--- src/rtl/fpu_add_sequencer.sv ---
// fpu_add_sequencer: three-stage valid/ready pipeline controller around external FP add step datapaths.
module fpu_add_sequencer #(
  parameter int TAG_W = 5
) (
  input  logic             CLK,
  input  logic             RST,
  input  logic             flush,
  input  logic             in_valid,
  output logic             in_ready,
  input  logic [31:0]      in_a,
  input  logic [31:0]      in_b,
  input  logic             in_sub,
  input  logic [2:0]       in_frm,
  input  logic [2:0]       csr_frm,
  input  logic [TAG_W-1:0] in_tag,
  output logic [31:0]      s1_op_a,
  output logic [31:0]      s1_op_b,
  input  logic             s1_sign_shifted,
  input  logic             s1_sign_not_shifted,
  input  logic [25:0]      s1_frac_shifted,
  input  logic [25:0]      s1_frac_not_shifted,
  input  logic [7:0]       s1_exp_max,
  output logic             s2_sign_shifted,
  output logic             s2_sign_not_shifted,
  output logic [25:0]      s2_frac_shifted,
  output logic [25:0]      s2_frac_not_shifted,
  input  logic             s2_sign_out,
  input  logic [25:0]      s2_frac_out,
  input  logic             s2_carry_out,
  output logic [2:0]       s3_frm,
  output logic [7:0]       s3_exp_max_in,
  output logic             s3_sign_in,
  output logic [25:0]      s3_frac_in,
  output logic             s3_carry_out,
  input  logic [31:0]      s3_fp_out,
  output logic             out_valid,
  input  logic             out_ready,
  output logic [31:0]      out_result,
  output logic [TAG_W-1:0] out_tag,
  output logic             out_illegal_rm,
  output logic [1:0]       inflight
);
  logic             va, vb, vc;
  logic             adv_a, adv_b, adv_c;
  logic [2:0]       rm_raw, rm_in;
  logic             ill_in;
  logic [7:0]       a_exp;
  logic [2:0]       a_frm;
  logic             a_ill, b_ill;
  logic [TAG_W-1:0] a_tag, b_tag;
  assign adv_c     = !vc | out_ready;
  assign adv_b     = !vb | adv_c;
  assign adv_a     = !va | adv_b;
  assign in_ready  = adv_a & !flush;
  assign out_valid = vc;
  assign inflight  = {1'b0, va} + {1'b0, vb} + {1'b0, vc};
  assign s1_op_a   = in_a;
  assign s1_op_b   = {in_b[31] ^ in_sub, in_b[30:0]};
  // Reserved modes (101, 110, and a dynamic 111 from the CSR) still run, as RNE.
  assign rm_raw    = (in_frm == 3'b111) ? csr_frm : in_frm;
  assign ill_in    = rm_raw >= 3'd5;
  assign rm_in     = ill_in ? 3'b000 : rm_raw;
  always_ff @(posedge CLK or posedge RST) begin
    if (RST) begin
      va <= 1'b0;
      vb <= 1'b0;
      vc <= 1'b0;
    end else if (flush) begin
      va <= 1'b0;
      vb <= 1'b0;
      vc <= 1'b0;
    end else begin
      if (adv_a) va <= in_valid & in_ready;
      if (adv_b) vb <= va;
      if (adv_c) vc <= vb;
    end
  end
  always_ff @(posedge CLK or posedge RST) begin
    if (RST) begin
      s2_sign_shifted     <= 1'b0;
      s2_sign_not_shifted <= 1'b0;
      s2_frac_shifted     <= '0;
      s2_frac_not_shifted <= '0;
      a_exp               <= '0;
      a_frm               <= '0;
      a_ill               <= 1'b0;
      a_tag               <= '0;
    end else if (adv_a) begin
      s2_sign_shifted     <= s1_sign_shifted;
      s2_sign_not_shifted <= s1_sign_not_shifted;
      s2_frac_shifted     <= s1_frac_shifted;
      s2_frac_not_shifted <= s1_frac_not_shifted;
      a_exp               <= s1_exp_max;
      a_frm               <= rm_in;
      a_ill               <= ill_in;
      a_tag               <= in_tag;
    end
  end
  always_ff @(posedge CLK or posedge RST) begin
    if (RST) begin
      s3_sign_in    <= 1'b0;
      s3_frac_in    <= '0;
      s3_carry_out  <= 1'b0;
      s3_exp_max_in <= '0;
      s3_frm        <= '0;
      b_ill         <= 1'b0;
      b_tag         <= '0;
    end else if (adv_b) begin
      s3_sign_in    <= s2_sign_out;
      s3_frac_in    <= s2_frac_out;
      s3_carry_out  <= s2_carry_out;
      s3_exp_max_in <= a_exp;
      s3_frm        <= a_frm;
      b_ill         <= a_ill;
      b_tag         <= a_tag;
    end
  end
  always_ff @(posedge CLK or posedge RST) begin
    if (RST) begin
      out_result     <= '0;
      out_tag        <= '0;
      out_illegal_rm <= 1'b0;
    end else if (adv_c) begin
      out_result     <= s3_fp_out;
      out_tag        <= b_tag;
      out_illegal_rm <= b_ill;
    end
  end
endmodule

--- config.mk ---
export PLATFORM = sky130hd
export DESIGN_NAME = fpu_add_sequencer
export DESIGN_NICKNAME = d
export VERILOG_FILES = /design/src/rtl/fpu_add_sequencer.sv
export SDC_FILE = /design/constraint.sdc
export NUM_CORES = 1
export LEC_CHECK = 0
export BUFFER_PORTS_ARGS = -buffer_cell sky130_fd_sc_hd__buf_4
export CORE_AREA = 3 3 153 155
export DETAILED_ROUTE_END_ITERATION = 8
export DIE_AREA = 0 0 156 158
export GPL_TIMING_DRIVEN = 0
export SYNTH_ARGS = -nofsm -noshare
export SYNTH_HDL_FRONTEND = slang
export SYNTH_SLANG_ARGS = --single-unit
export TNS_END_PERCENT = 10
--- constraint.sdc ---
create_clock -name CLK -period 8.1 [get_ports CLK]
set_clock_uncertainty 0.05 [all_clocks]
set_input_delay 0.81 -clock CLK [delete_from_list [all_inputs] [get_ports CLK]]
set_output_delay 0.81 -clock CLK [all_outputs]
set_load 0.01 [all_outputs]
## Word level (Yosys, flattened, before mapping)

Cells that the tools add are included.

- Divide/modulo/power cells: 0
- Multiplexer cells: 8
- Multiply operators: 0
- Shifts and indexed selects: 0
- Equality and inequality tests: 1
- Reduce and logical (&&, ||, !) cells: 7
- Bitwise operators: 6
- $add $sub $neg: 2
- $lt $le $gt $ge: 1

Operators by type and width:

| kind | number |
|---|---|
| two-way mux 1 bit | 6 |
| two-way mux 3 bit | 2 |
| nonzero test 2 bit | 3 |
| logical NOT 1 bit | 4 |
| == test 3 bit (second input constant) | 1 |
| >= comparator 3 bit (second input constant) | 1 |
| OR 1 bit | 3 |
| adder 1 x 1 -> 2 bit | 1 |
| adder 2 x 1 -> 2 bit | 1 |
| AND 1 bit | 2 |
| bitwise XOR 1 bit | 1 |

- Bits in registers: 157
- Memory bits (read-only): 0
- Memories kept: 0
- RAM bits: 0
- Latch bits: 0

## Longest topological paths before layout

Gate-level depths: netlist of run 1.

- Word-level depth: 8
- Mapped depth: 4

## Worst setup path after synthesis of run 1

Ideal clock, no wire load.

- Path type: input to output
- From: input out_ready
- To: output in_ready
- Stages on the path: 4
- Path slack: 5789 ps
- Buffers on the path: 1
- Arrival: 1451 ps
- Cells stage by stage: nand3b_1 -> buf_2 -> nor2_1 -> nor2_1

- Cells in the longest elaborated chain, start to end: 4

Ends and longest elaborated chain:

| what | line | text |
|---|---|---|
| from (decl) | 37 | `input logic out_ready,` |
| OR 1 bit | 51 | `assign adv_c = !vc \| out_ready;` |
| OR 1 bit | 52 | `assign adv_b = !vb \| adv_c;` |
| OR 1 bit | 53 | `assign adv_a = !va \| adv_b;` |
| AND 1 bit | 54 | `assign in_ready = adv_a & !flush;` |
| to (decl) | 9 | `output logic in_ready,` |

No other way between the ends.

## Final worst setup path of run 1

Ends and elaborated chain as after synthesis.

==> out/qor.yml, run 1 <==
min_path:
  min_path_type: "reg -> reg"
detailed_routing:
  drtAntennaViolNets: 0
  drt_iter0_drc: 117
  vias: 4567
  vias_per_cell: 4.30
  routed_wl_mm: 18.8
  drc: 0
  wl_per_cell_um: 17.7
  dr.pass1.iters: 4
worst_setup_path:
  cpPeakStageDelay_ps: 410
  worst-path-buf-inv: 3
  timing.rr.end: "a_exp[0]"
  critical-path-top-delay-family: "simple AND/OR/NAND/NOR gates"
  worst_setup_path_end_kind: "output port"
  crit_chain: "buf_4 -> nand3b_1 -> buf_2 -> nor2_1 -> nor2_1 -> buf_4"
  worstPathArrival_ps: 1950
  cp_num_cells: 6
  r2r_start: "out_valid"
  worstSetupPathType: "in -> out"
  cp_slowest_cell: "nor2_1"
  rrSetupSlack_ps: 6190
  reg2reg_depth: 3
  cp_max_fo: 10
  critPathCapture: "in_ready"
  critPathRequiredTime_ps: 7240
  cp-start-kind: "input port"
  crit_start: "out_ready"
pwr:
  clock_power_share: 0.406
  total_power_mw: 1.87
  pwr_density_cell_mw_per_mm2: 190
  intPower_mw: 1.42
  combPwrFrac: 0.138
  p_leak_nw: 4.80
  seq_power_share: 0.456
  peakVddDrop_mv: 0.114
  p_switching_mw: 0.448
  sw_frac_of_total: 0.240
placed_design:
  io_buffers: 338
  dp_hpwl_mm: 14.8
  gp_congestion: 0.707
  placed_cells_incl_taps: 1032
yosys:
  yosysSeqAreaShare: 0.618
  ys_ff_latch: 157
  async_flop_share: 1.00
  synthFlopType: "dfrtp_1"
  synth_area_mm2: 0.00636
  synth_most_common_cell: "dfrtp_1"
  yosysUniqueCellTypes: 20
  synth_area_leaders: "dfrtp_1 (62%), mux2_1 (17%), mux2_2 (9.6%)"
  synth_enable_flop_cells: 0
  synth_cells: 413
  yosys.area.top_type: "dfrtp_1"
  yosys.area.top_type_share: 0.618
  avgSynthCellArea_um2: 15.4
  synth_common_cells: "dfrtp_1 (157), mux2_1 (96), buf_4 (64)"
  yosysWarnings: 0
  synth_fp_nets: 617
sta:
  hold_violations: 0
  fin_crit_sh: 0.347
  setup_tns_ps: 0
  tightestPinTransition_ps: 653
  setup_viol_count_final: 0
  hold_ws_ps: 431
  drv_slew: 0
  max_freq_mhz: 356
  rsz0062_at_grt: "false"
  min_period_ps: 2810
  relSlewSlack: 0.564
global_routing:
  grt_pass1_vias: 4754
  grt_usage: 0.144
  antenna_found_initial: 0
  grt_pass1_wl_mm: 27.0
  grt_overflow: 0
  grt_max_degree: 92
floorplanning:
  num_rows: 54
  fp.dieW_um: 156
  pin_count: 402
  start_util: 0.290
  die_y_um: 158
  coreArea_mm2: 0.0220
  die_area_mm2: 0.0246
cells_and_area:
  synthToLayoutAreaGrowth_pct: 54.6
  diodes: 0
  fin_cells: 1063
  layout-drive-gt1-share: 0.644
  layout.nets: 975
  fill_cells: 2110
  multiInputGateArea_mm2: 0.00186
  seq_area_mm2: 0.00393
  utilization: 0.448
clock_tree:
  ctsHtreeMaxLevel: 4
  tritoncts: "built"
  clock_latency_ps: 410
  clockBufferDepth: 2
  cts_setup_buffers: 0
  cts_sinks: 157
  cts_resized: 0
  path_clk_slew_ps: 60
  hold_buffers: 0
  cts_buffers: 17
  root_buffer: "clkbuf_16"
run:
  max_cap_violations: 0
run_status:
  status: "finished, final reports clean"
-- routing by layer --
| metal | vias up | share of wire | GRT usage |
|---|---|---|---|
| met5 | - | 0 | 0 |
| met4 | 0 | 0.014 | 0.0378 |
| met3 | 21 | 0.089 | 0.0525 |
| met1 | 2237 | 0.34 | 0.146 |
| met2 | 231 | 0.56 | 0.279 |
| li1 | 2078 | - | - |
-- worst min-delay path by stage --
stage | startpoint | cells past startpoint | to | slack, ps
after global routing | s2_frac_shifted[13] | 1 | s2_frac_shifted[13] | 450
after CTS | a_tag[0] | 1 | b_tag[0] | 430
after global placement | a_tag[0] | 1 | a_tag[0] | 410
final | b_tag[2] | 1 | b_tag[2] | 430
after floorplan | a_frm[2] | 1 | a_frm[2] | 400
after detailed placement | a_tag[0] | 1 | b_tag[0] | 420
-- cell families (layout without fill, tap and decap cells) --
logic type / Yosys count / after routing / synth area share
compound gates: 12 / 12 / 0.0138
flops: 157 / 157 / 0.618
xor+xnor: 1 / 1 / 0.00138
simple gates: 9 / 9 / 0.00905
mux: 150 / 150 / 0.265
fa+ha+maj: 1 / 1 / 0.00315
buf+inv: 83 / 453 / 0.0897
-- area by class of cell --
| cell class | instances | share of cell area |
|---|---|---|
| inverters | 4 | 0.00229 |
| repair buffers | 339 | 0.261 |
| flip-flops and latches | 157 | 0.399 |
| plain buffers | 79 | 0.0565 |
| clock inverters | 13 | 0.0116 |
| well taps | 280 | 0.0356 |
| clock buffers | 18 | 0.0446 |
| multi-input cells | 173 | 0.189 |
-- flip-flops by register name (all words and copies together) (netlist names), 3 cells and up --
name,cells
out_result,32
s2_frac_not_shifted,26
s2_frac_shifted,26
s3_frac_in,26
a_exp,8
s3_exp_max_in,8
a_tag,5
b_tag,5
out_tag,5
a_frm,3
s3_frm,3
-- placed cells by master, fill, tap and decap left out, drive strengths merged, types with 2 or more instances in the layout --
cell	n
mux2	150
a22o	2
clkinv	6
clkinvlp	2
a21boi	2
buf	418
nand3b	3
inv	8
clkbuf	18
nand4b	2
o2bb2ai	2
dfrtp	157
a21oi	3
nor2	2
-- power groups by stage --
stage	sequential [mW]	clock (mW)	combinational, mW
floorplan	0.880	0	0.0840
global placement	0.864	0	0.259
detailed placement	0.865	0	0.264
CTS	0.851	0.789	0.264
global route	0.856	0.821	0.278
finish	0.850	0.758	0.257
-- stage by stage --
stage	cell area, µm²	worst slack (ps)
after floorplan	6360	3010
after global placement	9250	820
after detailed placement	9290	5190
after CTS	9840	5190
after global routing	9840	5150
final	9840	5290
Power figures use the tool's default switching activity.
==> inputs of run 2 (changes only) <==
Clock period 8.1 ns to 2.85 ns, I/O delays scaled along.
==> run 2 against run 1 <==
- sequential cell count unchanged
- utilization increased by 0.91 points
- first-iteration DRC count rose by 35%
- largest cell class unchanged
- largest power group is now the clock network
==> out/qor.yml, run 2 (same netlist as run 1, synthesis figures left out) <==
pwr:
  p_leak_nw: 4.88  # was 4.80 nW
  peakVddDrop_mv: 0.364  # was 0.114 mV
  pwr_density_cell_mw_per_mm2: 577  # was 190 mW/mm²
global_routing:
  grt_usage: 0.138  # was 0.144
  grt_pass1_vias: 4643  # was 4754
  grt_max_degree: 35  # was 92
  grt_overflow: 0  # unchanged
  grt_pass1_wl_mm: 26.1  # was 27.0 mm
  antenna_found_initial: 0  # unchanged
detailed_routing:
  dr.pass1.iters: 4  # unchanged
  drc: 0  # unchanged
  drt_iter0_drc: 158  # was 117
  vias: 4542  # was 4567
  vias_per_cell: 4.25  # was 4.30
  drtAntennaViolNets: 0  # unchanged
  wl_per_cell_um: 16.9  # was 17.7 µm
  routed_wl_mm: 18.0  # was 18.8 mm
min_path:
  min_to: "s2_frac_not_shifted[18]"  # was b_tag[2]
  min_from: "s1_frac_not_shifted[18]"  # was b_tag[2]
  min_path_type: "in -> reg"  # was reg -> reg
  hold_depth: 2  # was 1
sta:
  max_freq_mhz: 472
  min_period_ps: 2120
  rsz0062_at_grt: "false"  # unchanged
  hold_violations: 0  # unchanged
  setup_ws_ps: 731  # was 5290 ps
  setup_viol_count_final: 0  # unchanged
  relSlewSlack: 0.555  # was 0.564
  fin_crit_sh: 0.743
  drv_slew: 0  # unchanged
  tightestPinTransition_ps: 667  # was 653 ps
  setup_tns_ps: 0  # unchanged
worst_setup_path:
  cp_max_fo: 10  # unchanged
  cp-start-kind: "flop"  # was input port
  timing.rr.end: "a_exp[0]"  # unchanged
  worstSetupPathType: "reg -> out"  # was in -> out
  rrSetupSlack_ps: 1050  # was 6190 ps
  reg2reg_depth: 3  # unchanged
  worst_setup_path_end_kind: "output port"  # unchanged
  r2r_start: "out_valid"  # unchanged
  worstPathArrival_ps: 1780  # was 1950 ps
  critPathRequiredTime_ps: 2520  # was 7240 ps
floorplanning:
  start_util: 0.290  # unchanged
  coreArea_mm2: 0.0220  # unchanged
  fp.dieW_um: 156  # unchanged
  die_area_mm2: 0.0246  # unchanged
  num_rows: 54  # unchanged
  die_y_um: 158  # unchanged
  pin_count: 402  # unchanged
cells_and_area:
  fill_cells: 2052  # was 2110
  layout_commonest_cell: "buf_4"  # unchanged
  largest_reg_flops: 32  # unchanged
  synthToLayoutAreaGrowth_pct: 57.8  # was 54.6%
  fin_area_mm2: 0.0100  # was 0.00984 mm²
  fin_cells: 1069  # was 1063
  utilization: 0.457  # was 0.448
  layout.nets: 980  # was 975
  regMostFlops: "out_result"  # unchanged
  layout-drive-gt1-share: 0.644  # about the same
  final_cell_mix: "buf_4 (402), dfrtp_1 (157), mux2_1 (96)"  # unchanged
  diodes: 0  # unchanged
clock_tree:
  ctsHtreeMaxLevel: 4  # unchanged
  clock_latency_ps: 410  # about the same
  clockBufferDepth: 2  # unchanged
  root_buffer: "clkbuf_16"  # unchanged
  path_clk_slew_ps: 60  # about the same
  tritoncts: "built"  # unchanged
  cts_buffers: 17  # unchanged
  cts_sinks: 157  # unchanged
  cts_setup_buffers: 0  # unchanged
placed_design:
  placed_area_mm2: 0.00933  # was 0.00929 mm²
  place_ws_ps: 882  # was 5190 ps
  gp_congestion: 0.716  # was 0.707
  placed_cells_incl_taps: 1035  # was 1032
  io_buffers: 338  # unchanged
  dp_hpwl_mm: 14.2  # was 14.8 mm
run_status:
  status: "finished, final reports clean"  # unchanged
run:
  max_cap_violations: 0  # unchanged
-- run 2: cell count changes in the layout (fill, tap and decap cells not counted) --
| cell | delta |
|---|---|
| dlygate4sd3_1 | +2 |
| inv_6 | -1 |
| clkinv_2 | -5 |
| bufinv_16 | +5 |
| clkbuf_8 | -1 |
| clkinv_4 | +2 |
| buf_12 | +4 |
| buf_16 | -1 |
| clkinvlp_4 | +1 |
-- run 2: worst max-delay path by stage --
stage	depth (start not counted)	start	endpoint
4_1_cts	5	out_valid	in_ready
3_5_place_dp	4	out_ready	a_tag[0]
5_1_grt	5	out_valid	in_ready
6_report	5	out_valid	in_ready
3_3_place_gp	2	RST	out_result[27]
2_1_floorplan	1	RST	a_exp[0]
-- run 2: per-stage QoR --
step                      total power, mW  hold WS, ps
after floorplan                      2.74          298
after global placement               3.18          417
after detailed placement             3.21          376
after CTS                            5.90         4.07
after global routing                 6.06        0.992
final                                5.79         31.6
-- run 2: power by group --
group          leakage, nW  total (mW)  internal (mW)  switching, mW
logic                 2.71       0.736          0.456          0.280
registers             1.85        2.41           2.35         0.0608
clock network        0.327        2.64           1.66          0.975
total                 4.88        5.79           4.47           1.32
-- run 2: final cells by class --
cell class                      instances  area [µm²]  area share
Clock inverter                         15         259      0.0258
Sequential cell                       157        3930       0.391
Inverter                                4        18.8     0.00187
Buffer                                 79         556      0.0553
Multi-Input combinational cell        173        1860       0.186
Clock buffer                           17         425      0.0424
Timing Repair Buffer                  344        2640       0.263
Tap cell                              280         350      0.0349
-- run 2: metal layers --
metal | share of wire | vias up | GRT usage
li1 | - | 2089 | -
met1 | 0.37 | 2229 | 0.155
met2 | 0.53 | 213 | 0.246
met3 | 0.094 | 11 | 0.0549
met4 | 0.0069 | 0 | 0.0320
met5 | 0 | - | 0
-- run 2: worst max-delay path: stages, from the launching register on --
cell      delay, ps
dfrtp_1         430
nand3b_1        110
buf_2           230
nor2_1          370
nor2_1           70
buf_4           160
-- run 2: what timing repair did --
| action | CTS | global route |
|---|---|---|
| hold endpoints to repair | 29 | 0 |
| resized for setup | 0 | 0 |
| endpoints found under the setup margin | 0 | 0 |
| hold buffers | 2 | 0 |
